**src/rtl/fetch_unit.sv**
```systemverilog
// rtl/fetch_unit.sv - instruction fetch sequencer between PC and decoder
// Fetches opcode (and operand for long-format opcodes) and presents the instruction.
module fetch_unit #(
  parameter int DATA_W      = 8,
  parameter int ADDR_W      = 8,
  parameter int LONG_OP_BIT = 7
) (
  input  logic              clk,
  input  logic              reset,
  input  logic [ADDR_W-1:0] pc,
  output logic              pc_inc,
  output logic              mem_req,
  output logic [ADDR_W-1:0] mem_addr,
  input  logic [DATA_W-1:0] mem_rdata,
  input  logic              mem_ack,
  input  logic              halt,
  input  logic              flush,
  output logic              instr_valid,
  input  logic              instr_ready,
  output logic [DATA_W-1:0] instr_opcode,
  output logic [DATA_W-1:0] instr_operand
);

  typedef enum logic [1:0] {
    S_OP   = 2'd0,
    S_ARG  = 2'd1,
    S_HOLD = 2'd2
  } state_t;

  state_t              state_q, state_d;
  logic                pend_q, pend_d;
  logic                valid_q, valid_d;
  logic [DATA_W-1:0]   opcode_q, opcode_d;
  logic [DATA_W-1:0]   operand_q, operand_d;
  logic                accept;

  always_ff @(posedge clk or posedge reset) begin
    if (reset) begin
      state_q   <= S_OP;
      pend_q    <= 1'b0;
      valid_q   <= 1'b0;
      opcode_q  <= '0;
      operand_q <= '0;
    end else begin
      state_q   <= state_d;
      pend_q    <= pend_d;
      valid_q   <= valid_d;
      opcode_q  <= opcode_d;
      operand_q <= operand_d;
    end
  end

  // An opcode request already on the bus survives a late halt; halt only blocks new starts.
  always_comb begin
    mem_req = 1'b0;
    case (state_q)
      S_OP:    mem_req = ~flush & (~halt | pend_q);
      S_ARG:   mem_req = ~flush;
      default: mem_req = 1'b0;
    endcase
    if (reset) mem_req = 1'b0;
    accept   = mem_req & mem_ack;
    pc_inc   = accept;
    mem_addr = pc;
  end

  always_comb begin
    state_d = state_q;
    if (flush) begin
      state_d = S_OP;
    end else begin
      case (state_q)
        S_OP:    if (accept) state_d = mem_rdata[LONG_OP_BIT] ? S_ARG : S_HOLD;
        S_ARG:   if (accept) state_d = S_HOLD;
        S_HOLD:  if (instr_ready) state_d = S_OP;
        default: state_d = S_OP;
      endcase
    end
  end

  always_comb begin
    pend_d    = (state_q == S_OP) & mem_req & ~mem_ack;
    valid_d   = valid_q;
    opcode_d  = opcode_q;
    operand_d = operand_q;
    if (flush) begin
      valid_d = 1'b0;
    end else begin
      case (state_q)
        S_OP: if (accept) begin
          opcode_d  = mem_rdata;
          operand_d = '0;
          valid_d   = ~mem_rdata[LONG_OP_BIT];
        end
        S_ARG: if (accept) begin
          operand_d = mem_rdata;
          valid_d   = 1'b1;
        end
        S_HOLD: if (instr_ready) valid_d = 1'b0;
        default: valid_d = 1'b0;
      endcase
    end
  end

  assign instr_valid   = valid_q;
  assign instr_opcode  = opcode_q;
  assign instr_operand = operand_q;

endmodule

```
**config.mk**
```make
export PLATFORM = sky130hd
export DESIGN_NAME = fetch_unit
export DESIGN_NICKNAME = d
export VERILOG_FILES = /design/src/rtl/fetch_unit.sv
export SDC_FILE = /design/constraint.sdc
export NUM_CORES = 1
export LEC_CHECK = 0
export ABC_CLOCK_PERIOD_IN_PS = 4900
export CORE_MARGIN = 1
export CORE_UTILIZATION = 41
export DETAILED_ROUTE_END_ITERATION = 10
export PLACE_DENSITY = 0.83
export SETUP_SLACK_MARGIN = 0.05
export SYNTH_ARGS = -nofsm -noshare
export SYNTH_HDL_FRONTEND = slang
export SYNTH_SLANG_ARGS = --single-unit
```
**constraint.sdc**
```tcl
create_clock -name clk -period 4.9 [get_ports clk]
set_input_delay 0.49 -clock clk [delete_from_list [all_inputs] [get_ports clk]]
set_output_delay 0.49 -clock clk [all_outputs]
set_load 0.02 [all_outputs]
```
Word level (Yosys, flattened, before mapping). Cells that the tools add are included.

Bits in registers: 20. Bits in latches: 0. Bits in writable memories: 0. ROM bits: 0. Input bits: 22. Logic and storage cells: 42. Memories: 0.

$add $sub $neg: 0. Multipliers: 0. Divide/modulo/power cells: 0. $lt $le $gt $ge: 0. Eq/ne operators: 7. Shift operators: 0. Multiplexer cells: 16. Bitwise logic cells: 9. Reductions and logical operators: 5.

Operators by type and width (count): 2-to-1 mux 8 bit (2); case mux 8 bit (2 select lines) (1); 2-to-1 mux 2 bit (5); inequality test 3 bit, second input constant (3); case mux 2 bit (3 select lines) (1); AND reduction 3 bit (2); 2-to-1 mux 1 bit (5); bitwise AND 1 bit (4); inequality test 2 bit, second input constant (2); inverter 1 bit (4); AND reduction 4 bit (1); case mux 1 bit (3 select lines) (1); == test 2 x 1 -> 1 bit, second input constant (1); == test 2 bit, second input constant (1); zero test 2 bit (1); case mux 1 bit (2 select lines) (1); nonzero test 2 bit (1); bitwise OR 1 bit (1).

Longest topological paths before layout. Gate-level depths: netlist (run 1).

Depth after elaboration: 9. Depth in mapped cells: 4. Gate-level depth less buffers: 3.

Worst setup path after synthesis (run 1). No wires, ideal clock.

Kind: register -> output. Start: reg state_q[1]. End: out pc_inc. Arrival: 1495 ps. Setup slack: 2915 ps. Cell stages (with the launch flop): 3. Buffers on the path: 0. Cell sequence: dfrtp_1 -> nor4b_2 -> o21a_1.

Cells in the longest elaborated chain, start to end: 4.

Ends and longest elaborated chain: start, declared (line 30) `state_t state_q, state_d;`; start signal, assigned (line 45) `state_q <= state_d;`; == test 2 x 1 -> 1 bit or zero test 2 bit (tied branches) (line 56) `case (state_q)`; case mux 1 bit (2 select lines) (*) (line 56); 2-to-1 mux 1 bit (*) (line 61) `if (reset) mem_req = 1'b0;`; bitwise AND 1 bit (*) (line 62) `accept = mem_req & mem_ack;`; end, declared (line 11) `output logic pc_inc,`.

Every way passes the cells marked *; elsewhere a longest branch is shown, timed or not.

Worst setup path after layout (run 1).
Start: in flush. End: out pc_inc.

Cells in the longest elaborated chain, start to end: 5.

Ends and longest elaborated chain: start, declared (line 17) `input logic flush,`; inverter 1 bit (no source line) (*); bitwise AND 1 bit (line 57) `S_OP: mem_req = ~flush & (~halt | pend_q);`; case mux 1 bit (2 select lines) (*) (line 56); 2-to-1 mux 1 bit (*) (line 61); bitwise AND 1 bit (*) (line 62).

Marks and branches as above.

==> results of run 1 <==
==> final cells by class <==
cell class / count / area [um2]
timing repair buffer: 32 / 320
fill: 180 / 818
inverter: 10 / 37.5
clock buffer: 4 / 26.3
multi-input combinational: 42 / 330
sequential: 19 / 475
tap: 27 / 33.8
==> state kept, by name (all words and copies together), names as in the netlist <==
signal         flops
instr_opcode       8
instr_operand      8
state_q            2
pend_q             1
==> placed cells by master, fill, tap and decap left out <==
cell / synthesis / routed
clkbuf_4: 0 / 3
a21oi_1: 1 / 1
or4b_4: 1 / 1
mux2_2: 8 / 8
nor4b_2: 1 / 1
nor2_1: 4 / 4
nor3_4: 1 / 1
dfrtp_1: 19 / 19
o31ai_1: 1 / 1
clkdlybuf4s50_1: 0 / 32
nor2b_1: 2 / 2
nor4_1: 1 / 1
o21a_1: 1 / 1
nand3_1: 1 / 1
nand2b_1: 1 / 1
inv_1: 10 / 10
o211ai_1: 1 / 1
or3_2: 1 / 1
o21ai_0: 9 / 9
nand4b_1: 8 / 8
clkbuf_1: 2 / 1
==> worst max-delay path: stages <==
cell             delay, ps
clkdlybuf4s50_1        480
nor4b_2                710
o21a_1                 370
clkdlybuf4s50_1        660
==> synth_stat cells, drive strengths merged <==
cell type / number / area, um2
a21oi: 1 / 5.00
buf: 8 / 60.1
clkbuf: 2 / 7.51
clkdlybuf4s15: 1 / 10.0
dfrtp: 19 / 475
inv: 10 / 37.5
mux2: 8 / 90.1
nand2b: 1 / 6.26
nand3: 1 / 5.00
nand4b: 8 / 70.1
nor2: 4 / 15.0
nor2b: 2 / 12.5
nor3: 1 / 16.3
nor4: 1 / 6.26
nor4b: 1 / 15.0
o211ai: 1 / 7.51
o21a: 1 / 7.51
o21ai: 9 / 45.0
o31ai: 1 / 7.51
or3: 1 / 7.51
or4b: 1 / 13.8
==> power by group through the flow <==
stage                     sequential, mW  combinational [mW]  clock (mW)
after global routing               0.202               0.142      0.0849
after CTS                          0.199               0.136      0.0765
after detailed placement           0.202               0.135           0
final                              0.198               0.134      0.0756
after global placement             0.200               0.134           0
after floorplan                    0.230              0.0439           0
==> metal layers <==
layer / wire length, um / vias to the layer above / GRT usage (%)
met5: 0 / - / 0
met4: 4 / 0 / 3.81
met2: 934 / 34 / 29.0
li1: - / 326 / -
met3: 143 / 2 / 5.30
met1: 766 / 328 / 19.2
==> worst paths after layout <==
path,endpoint,slack [ps],cells after the start
setup / recovery,pc_inc,1710,4
hold / removal,instr_opcode[1],520,1
setup reg to reg,instr_opcode[4],2930,3
hold reg to reg,instr_opcode[1],520,1
max in group asynchronous,instr_opcode[6],3760,2
min in group asynchronous,instr_opcode[7],710,2
==> cells by family (layout without fill, tap and decap cells) <==
kind of cell	count (synthesis)	in the layout
and+or+nand+nor	21	21
buffers and inverters	21	46
DFF	19	19
AOI/OAI and AO/OA	13	13
muxes	8	8
==> through the flow <==
stage | worst slack (ps) | hold slack, ps | cells | power, mW
2_1_floorplan | 2920 | 441 | 82 | 0.274
4_1_cts | 1730 | 525 | 134 | 0.411
5_1_grt | 1610 | 535 | 134 | 0.429
3_5_place_dp | 1740 | 498 | 130 | 0.337
6_report | 1710 | 519 | 134 | 0.408
3_3_place_gp | 1800 | 495 | 130 | 0.334
==> impl_metrics.env, run 1 <==
export IMPL_status="completed"
export IMPL_max_freq_mhz=314
export IMPL_post_cts_buffers=0
export IMPL_die_y_um=49.4
export IMPL_arrival_ps=2700
export IMPL_num_vias=690
export IMPL_postCtsHoldBufs=0
export IMPL_vias_per_cell=5.15
export IMPL_tightestPinTransition_ps=762
export IMPL_p_int_mw=0.285
export IMPL_wl_per_cell_um=13.8
export IMPL_power_frac_seq_pct=48.5
export IMPL_finalSetupViolCount=0
export IMPL_switching_power_mw=0.123
export IMPL_grt_antenna_before_repair=0
export IMPL_clockBufferDepth=2
export IMPL_placed_area_um2=1200
export IMPL_pwr_share_clk_pct=18.5
export IMPL_start_kind="primary input"
export IMPL_htreeDepth=1
export IMPL_first_pass_iters=4
export IMPL_syn_cell_area_um2=921
export IMPL_totalWireLength_mm=1.85
export IMPL_syn2layout_area_growth_pct=32.9
export IMPL_avgSynthCellArea_um2=11.2
export IMPL_pwr_share_comb_pct=32.9
export IMPL_hold_class="register to register"
export IMPL_initial_core_util_pct=45.1
export IMPL_syn_inst=82
export IMPL_grt_overflow=0
export IMPL_grt_usage_pct=16.4
export IMPL_synth_seq_cells=19
export IMPL_cts_made_buffers=3
export IMPL_yosysWarnings=0
export IMPL_clockRootBuffer="clkbuf_4"
export IMPL_synth_top_family_by_area="simple AND/OR/NAND/NOR gates"
export IMPL_slew_headroom_pct=49.0
export IMPL_cp_max_fo=10
export IMPL_crit_reg2reg_launch="state_q[1]"
export IMPL_cp_end_kind="output pin"
export IMPL_ios=49
export IMPL_setup_tns_ps=0
export IMPL_rows=16
export IMPL_globalplace_congestion=0.761
export IMPL_min_from="instr_opcode[1]"
export IMPL_pwr_density_cell_nw_per_um2=333
export IMPL_fin_util_pct=59.9
export IMPL_irDropWorstVdd_uv=216
export IMPL_worstSetupStartpoint="flush"
export IMPL_yosys_area_share_simple_pct=18.2
export IMPL_yosys_area_share_adder_pct=0
export IMPL_drv_cap=0
export IMPL_io_buffers=32
export IMPL_cp_required_ps=4410
export IMPL_cts_resized=0
export IMPL_synthMuxAreaShare_pct=9.78
export IMPL_syn_num_nets=104
export IMPL_finalNetCount=130
export IMPL_grt_max_degree=20
export IMPL_dieWidth_um=49.4
export IMPL_grt_pass1_wl_mm=3.03
export IMPL_leakage_nw=0.493
export IMPL_clk_pin_slew_ps=100
export IMPL_hpwl_mm=1.44
export IMPL_clock_skew_ps=3.71
export IMPL_ant_nets=0
export IMPL_cts_tree="done"
export IMPL_seq_area_frac_synth_pct=51.6
export IMPL_grt_pass1_vias=698
export IMPL_sw_frac_of_total_pct=30.1
export IMPL_period_minus_slack_ps=3190
export IMPL_crit_type="primary input to output pin"
export IMPL_clock_sinks=19
export IMPL_finalHoldViolCount=0
export IMPL_synthXorXnorAreaFrac_pct=0
export IMPL_rsz0062_at_grt="no"
export IMPL_drc_errors=0
export IMPL_diodes=0
export IMPL_synth_compound_area_share_pct=7.88
export IMPL_die_area_um2=2440
export IMPL_fin_crit_sh_pct=65.1
export IMPL_clk_insertion_delay_late_ps=290
export IMPL_core_um2=2040
export IMPL_drive_gt1_share_pct=14.0
export IMPL_drv_slew=0
export IMPL_stdcell_area_um2=1220
export IMPL_synth_distinct_cells=21
export IMPL_dr_first_iter_drc_count=18
Power figures use the tool's default switching activity.
==> inputs of run 2 (changes only) <==
--- a/config.mk
+++ b/config.mk
@@ -5,11 +5,11 @@
 export SDC_FILE = /design/constraint.sdc
 export NUM_CORES = 1
 export LEC_CHECK = 0
-export ABC_CLOCK_PERIOD_IN_PS = 4900
+export ABC_CLOCK_PERIOD_IN_PS = 3200
 export CORE_MARGIN = 1
-export CORE_UTILIZATION = 41
+export CORE_UTILIZATION = 38
 export DETAILED_ROUTE_END_ITERATION = 10
-export PLACE_DENSITY = 0.83
+export PLACE_DENSITY = 0.78
 export SETUP_SLACK_MARGIN = 0.05
 export SYNTH_ARGS = -nofsm -noshare
 export SYNTH_HDL_FRONTEND = slang
==> constraint.sdc (replaced) <==
create_clock -name clk -period 3.2 [get_ports clk]
set_input_delay 0.32 -clock clk [delete_from_list [all_inputs] [get_ports clk]]
set_output_delay 0.32 -clock clk [all_outputs]
set_load 0.02 [all_outputs]
==> run 2 against run 1 <==
Compared with the run above:
- register-to-register slack worse by 1700 ps
- routed wire length is 0.65% lower
- non-clock buffer count is 1 higher
- sequential power is 54% higher
- combinational power is 54% higher
- design area is 0.72% higher
- largest power group unchanged
- clock skew is 0.93 ps lower
- power is 54% higher
- first-iteration DRC count is 44% lower
- core utilization is 5.3 points lower
- worst setup slack worse by 1100 ps
==> impl_metrics.env, run 2 (synthesis gave the netlist of run 1 again) <==
export IMPL_clock_skew_ps=2.78
export IMPL_slew_headroom_pct=52.2
export IMPL_max_freq_mhz=385
export IMPL_htreeDepth=1
export IMPL_tightestPinTransition_ps=717
export IMPL_arrival_ps=2280
export IMPL_switching_power_mw=0.191
export IMPL_core_um2=2250
export IMPL_clock_sinks=19
export IMPL_grt_overflow=0
export IMPL_grt_pass1_wl_mm=3.08
export IMPL_irDropWorstVdd_uv=382
export IMPL_globalplace_congestion=0.776
export IMPL_placedCellCount=132
export IMPL_sw_frac_of_total_pct=30.4
export IMPL_clockRootBuffer="clkbuf_4"
export IMPL_clk_insertion_delay_late_ps=290
export IMPL_start_kind="register"
export IMPL_leakage_nw=0.498
export IMPL_fin_crit_sh_pct=81.1
export IMPL_dp_slack_ps=668
export IMPL_io_buffers=32
export IMPL_pwr_share_clk_pct=19.1
export IMPL_period_minus_slack_ps=2600
export IMPL_whs_endpoint="instr_opcode[2]"
export IMPL_wl_per_cell_um=13.5
export IMPL_fin_util_pct=54.7
export IMPL_setup_tns_ps=0
export IMPL_fin_ws_ps=604
export IMPL_grt_max_degree=20
export IMPL_die_y_um=51.2
export IMPL_hold_depth=1
export IMPL_grt_antenna_before_repair=0
export IMPL_dieWidth_um=51.2
export IMPL_layout_common_cells="32 x clkdlybuf4s50_1, 19 x dfrtp_1, 10 x inv_1"
export IMPL_totalWireLength_mm=1.84
export IMPL_grt_usage_pct=16.0
export IMPL_post_cts_buffers=0
export IMPL_diodes=0
export IMPL_grt_pass1_vias=667
export IMPL_drc_errors=0
export IMPL_r2r_cells=3
export IMPL_drive_gt1_share_pct=14.8
export IMPL_dr_first_iter_drc_count=10
export IMPL_placed_area_um2=1210
export IMPL_ant_nets=0
export IMPL_postCtsHoldBufs=0
export IMPL_drv_cap=0
export IMPL_pwr_share_comb_pct=32.7
export IMPL_clk_pin_slew_ps=100
export IMPL_layout_cells_non_filler=136
export IMPL_p_int_mw=0.438
export IMPL_cp_end_kind="output pin"
export IMPL_clockBufferDepth=2
export IMPL_min_from="instr_opcode[2]"
export IMPL_finalNetCount=131
export IMPL_drv_slew=0
export IMPL_rows=17
export IMPL_p_total_mw=0.629
export IMPL_r2r_setup_slack_ps=1210
export IMPL_crit_type="register to output pin"
export IMPL_power_frac_seq_pct=48.2
export IMPL_pwr_density_cell_nw_per_um2=511
export IMPL_stdcell_area_um2=1230
export IMPL_initial_core_util_pct=40.8
export IMPL_layout_commonest_cell="clkdlybuf4s50_1"
export IMPL_vias_per_cell=5.02
export IMPL_cts_tree="done"
export IMPL_cts_resized=0
export IMPL_die_area_um2=2620
export IMPL_first_pass_iters=4
export IMPL_finalSetupViolCount=0
export IMPL_cp_required_ps=2880
export IMPL_cts_made_buffers=3
export IMPL_hpwl_mm=1.44
export IMPL_status="completed"
export IMPL_r2r_end="instr_opcode[6]"
export IMPL_cp_max_fo=14
export IMPL_num_vias=683
export IMPL_crit_reg2reg_launch="state_q[1]"
export IMPL_finalHoldViolCount=0
export IMPL_syn2layout_area_growth_pct=33.8
export IMPL_rsz0062_at_grt="no"
export IMPL_hold_slack_ps=515
export IMPL_hold_class="register to register"
export IMPL_ios=49
run 2: layout make-up:
type | count | area [um2]
multi-input combinational | 42 | 330
timing repair buffer | 33 | 328
sequential | 19 | 475
inverter | 10 | 37.5
clock buffer | 4 | 26.3
fill | 226 | 1020
tap | 28 | 35.0
run 2: per-layer routing:
metal,global-route usage [%],part of all wire [%],up-vias
li1,-,-,331
met1,23.5,50,321
met2,23.0,44,29
met3,3.27,5.8,2
met4,5.86,0.82,0
met5,0,0,-
run 2: how the worst max path moves through the flow:
stage	from	endpoint	slack (ps)
after floorplan	state_q[1]	instr_opcode[0]	1380
after CTS	state_q[1]	pc_inc	590
after global placement	flush	pc_inc	720
after detailed placement	flush	pc_inc	670
final	state_q[1]	pc_inc	600
after global routing	state_q[1]	pc_inc	420
run 2: critical path, stage by stage (launching register included):
cell and delay [ps]:
dfrtp_1 520, nor4b_2 330, buf_4 210, o21a_1 270
clkdlybuf4s50_1 650
run 2: power by group through the flow:
stage	clock network (mW)	registers, mW	logic [mW]
after floorplan	0	0.352	0.0672
after global placement	0	0.306	0.205
after detailed placement	0	0.308	0.208
after CTS	0.123	0.304	0.208
after global routing	0.136	0.309	0.220
final	0.120	0.304	0.206
==> inputs of run 3 (changes only) <==
--- a/config.mk
+++ b/config.mk
@@ -5,11 +5,11 @@
 export SDC_FILE = /design/constraint.sdc
 export NUM_CORES = 1
 export LEC_CHECK = 0
-export ABC_CLOCK_PERIOD_IN_PS = 3200
+export ABC_CLOCK_PERIOD_IN_PS = 2100
 export CORE_MARGIN = 1
-export CORE_UTILIZATION = 38
+export CORE_UTILIZATION = 34
 export DETAILED_ROUTE_END_ITERATION = 10
-export PLACE_DENSITY = 0.78
+export PLACE_DENSITY = 0.74
 export SETUP_SLACK_MARGIN = 0.05
 export SYNTH_ARGS = -nofsm -noshare
 export SYNTH_HDL_FRONTEND = slang
==> constraint.sdc (replaced) <==
create_clock -name clk -period 2.1 [get_ports clk]
set_input_delay 0.21 -clock clk [delete_from_list [all_inputs] [get_ports clk]]
set_output_delay 0.21 -clock clk [all_outputs]
set_load 0.02 [all_outputs]
==> run 3 against run 2 <==
Compared with the run above:
- power increased by 53%
- largest cell class unchanged
- design area increased by 3.5%
- register-to-register slack got worse by 870 ps
- sequential share of layout area decreased by 1.3 points
==> impl_metrics.env, run 3 (synthesis gave the netlist of run 1 again) <==
export IMPL_status="completed"
export IMPL_vias_per_cell=4.89
export IMPL_grt_antenna_before_repair=0
export IMPL_leakage_nw=0.531
export IMPL_placedCellCount=138
export IMPL_whs_endpoint="mem_addr[2]"
export IMPL_layout_cells_non_filler=142
export IMPL_r2r_setup_slack_ps=340
export IMPL_irDropWorstVdd_uv=497
export IMPL_clockBufferDepth=2
export IMPL_r2r_end="instr_opcode[3]"
export IMPL_grt_pass1_vias=733
export IMPL_core_um2=2520
export IMPL_postCtsHoldBufs=0
export IMPL_die_area_um2=2920
export IMPL_fin_util_pct=50.5
export IMPL_globalplace_congestion=0.780
export IMPL_r2r_cells=4
export IMPL_use_met3_pct=3.95
export IMPL_cts_tree="done"
export IMPL_die_y_um=54.0
export IMPL_drv_slew=0
export IMPL_grt_usage_pct=16.4
export IMPL_dr_first_iter_drc_count=13
export IMPL_p_total_mw=0.964
export IMPL_arrival_ps=1640
export IMPL_syn2layout_area_growth_pct=38.5
export IMPL_finalSetupViolCount=0
export IMPL_fin_ws_ps=253
export IMPL_clock_skew_ps=4.24
export IMPL_start_kind="register"
export IMPL_htreeDepth=1
export IMPL_grt_busiest_layer="met2"
export IMPL_tightestPinTransition_ps=694
export IMPL_grt_max_degree=20
export IMPL_pwr_density_cell_nw_per_um2=756
export IMPL_grt_util_met2_pct=24.7
export IMPL_period_minus_slack_ps=1850
export IMPL_clock_sinks=19
export IMPL_fin_crit_sh_pct=87.9
export IMPL_cp_max_fo=4
export IMPL_wl_per_cell_um=14.4
export IMPL_clockRootBuffer="clkbuf_4"
export IMPL_setup_tns_ps=0
export IMPL_clk_pin_slew_ps=100
export IMPL_slew_headroom_pct=53.7
export IMPL_cp_end_kind="output pin"
export IMPL_placed_area_um2=1250
export IMPL_stdcell_area_um2=1270
export IMPL_finalHoldViolCount=0
export IMPL_clk_insertion_delay_late_ps=290
export IMPL_drc_errors=0
export IMPL_initial_core_util_pct=36.5
export IMPL_drv_cap=0
export IMPL_crit_reg2reg_launch="state_q[1]"
export IMPL_ant_nets=0
export IMPL_layout_commonest_cell="clkdlybuf4s50_1"
export IMPL_max_freq_mhz=542
export IMPL_hold_slack_ps=420
export IMPL_min_from="pc[2]"
export IMPL_dp_slack_ps=20.3
export IMPL_cp_required_ps=1890
export IMPL_ios=49
export IMPL_drive_gt1_share_pct=17.9
export IMPL_grt_pass1_wl_mm=3.29
export IMPL_grt_util_met1_pct=21.3
export IMPL_fill_cells=247
export IMPL_rows=18
export IMPL_hold_class="primary input to output pin"
export IMPL_hpwl_mm=1.51
export IMPL_post_cts_buffers=0
export IMPL_diodes=0
export IMPL_cts_made_buffers=3
export IMPL_finalNetCount=135
export IMPL_hold_depth=0
export IMPL_num_vias=694
export IMPL_layout_common_cells="30 x clkdlybuf4s50_1, 19 x dfrtp_1, 10 x inv_1"
export IMPL_crit_type="register to output pin"
export IMPL_grt_overflow=0
export IMPL_first_pass_iters=6
export IMPL_io_buffers=32
export IMPL_dieWidth_um=54.0
export IMPL_totalWireLength_mm=2.05
export IMPL_rsz0062_at_grt="no"
run 3: worst max path at each step:
| stage | from | to | slack, ps | cells after the start |
|---|---|---|---|---|
| floorplan | state_q[1] | instr_opcode[0] | 280 | 3 |
| global placement | flush | mem_req | 50 | 4 |
| detailed placement | flush | mem_req | 20 | 4 |
| CTS | state_q[1] | mem_req | 240 | 3 |
| global route | state_q[1] | mem_req | 170 | 3 |
| finish | state_q[1] | mem_req | 250 | 3 |
run 3: routing by layer:
| metal | part of all wire [%] | vias to the layer above |
|---|---|---|
| met5 | 0 | - |
| met4 | 2.1 | 0 |
| met3 | 9.0 | 4 |
| met2 | 45 | 32 |
| met1 | 43 | 323 |
| li1 | - | 335 |
run 3: repair_timing:
action / CTS / global route
endpoints found under the hold margin: 0 / 0
gates resized for setup: 2 / 0
setup endpoints to repair: 2 / 0
run 3: layout make-up:
class                      count  area [um2]  share of cell area [%]
sequential                    19         475                    37.3
tap                           30        37.5                    2.94
multi-input combinational     42         330                    25.9
inverter                      10        37.5                    2.94
timing repair buffer          37         368                    28.9
clock buffer                   4        26.3                    2.06
run 3: power by group:
part           leakage (nW)  switching [mW]  internal [mW]  total (mW)
Clock                0.0150           0.108         0.0738       0.182
Combinational         0.270           0.151          0.171       0.323
Sequential            0.246          0.0338          0.425       0.459
Total                 0.531           0.293          0.670       0.964
run 3: worst max-delay path: stages (launching register included):
cell	delay, ps
dfrtp_1	420
or3_2	500
nor2_1	100
dlygate4sd2_1	330
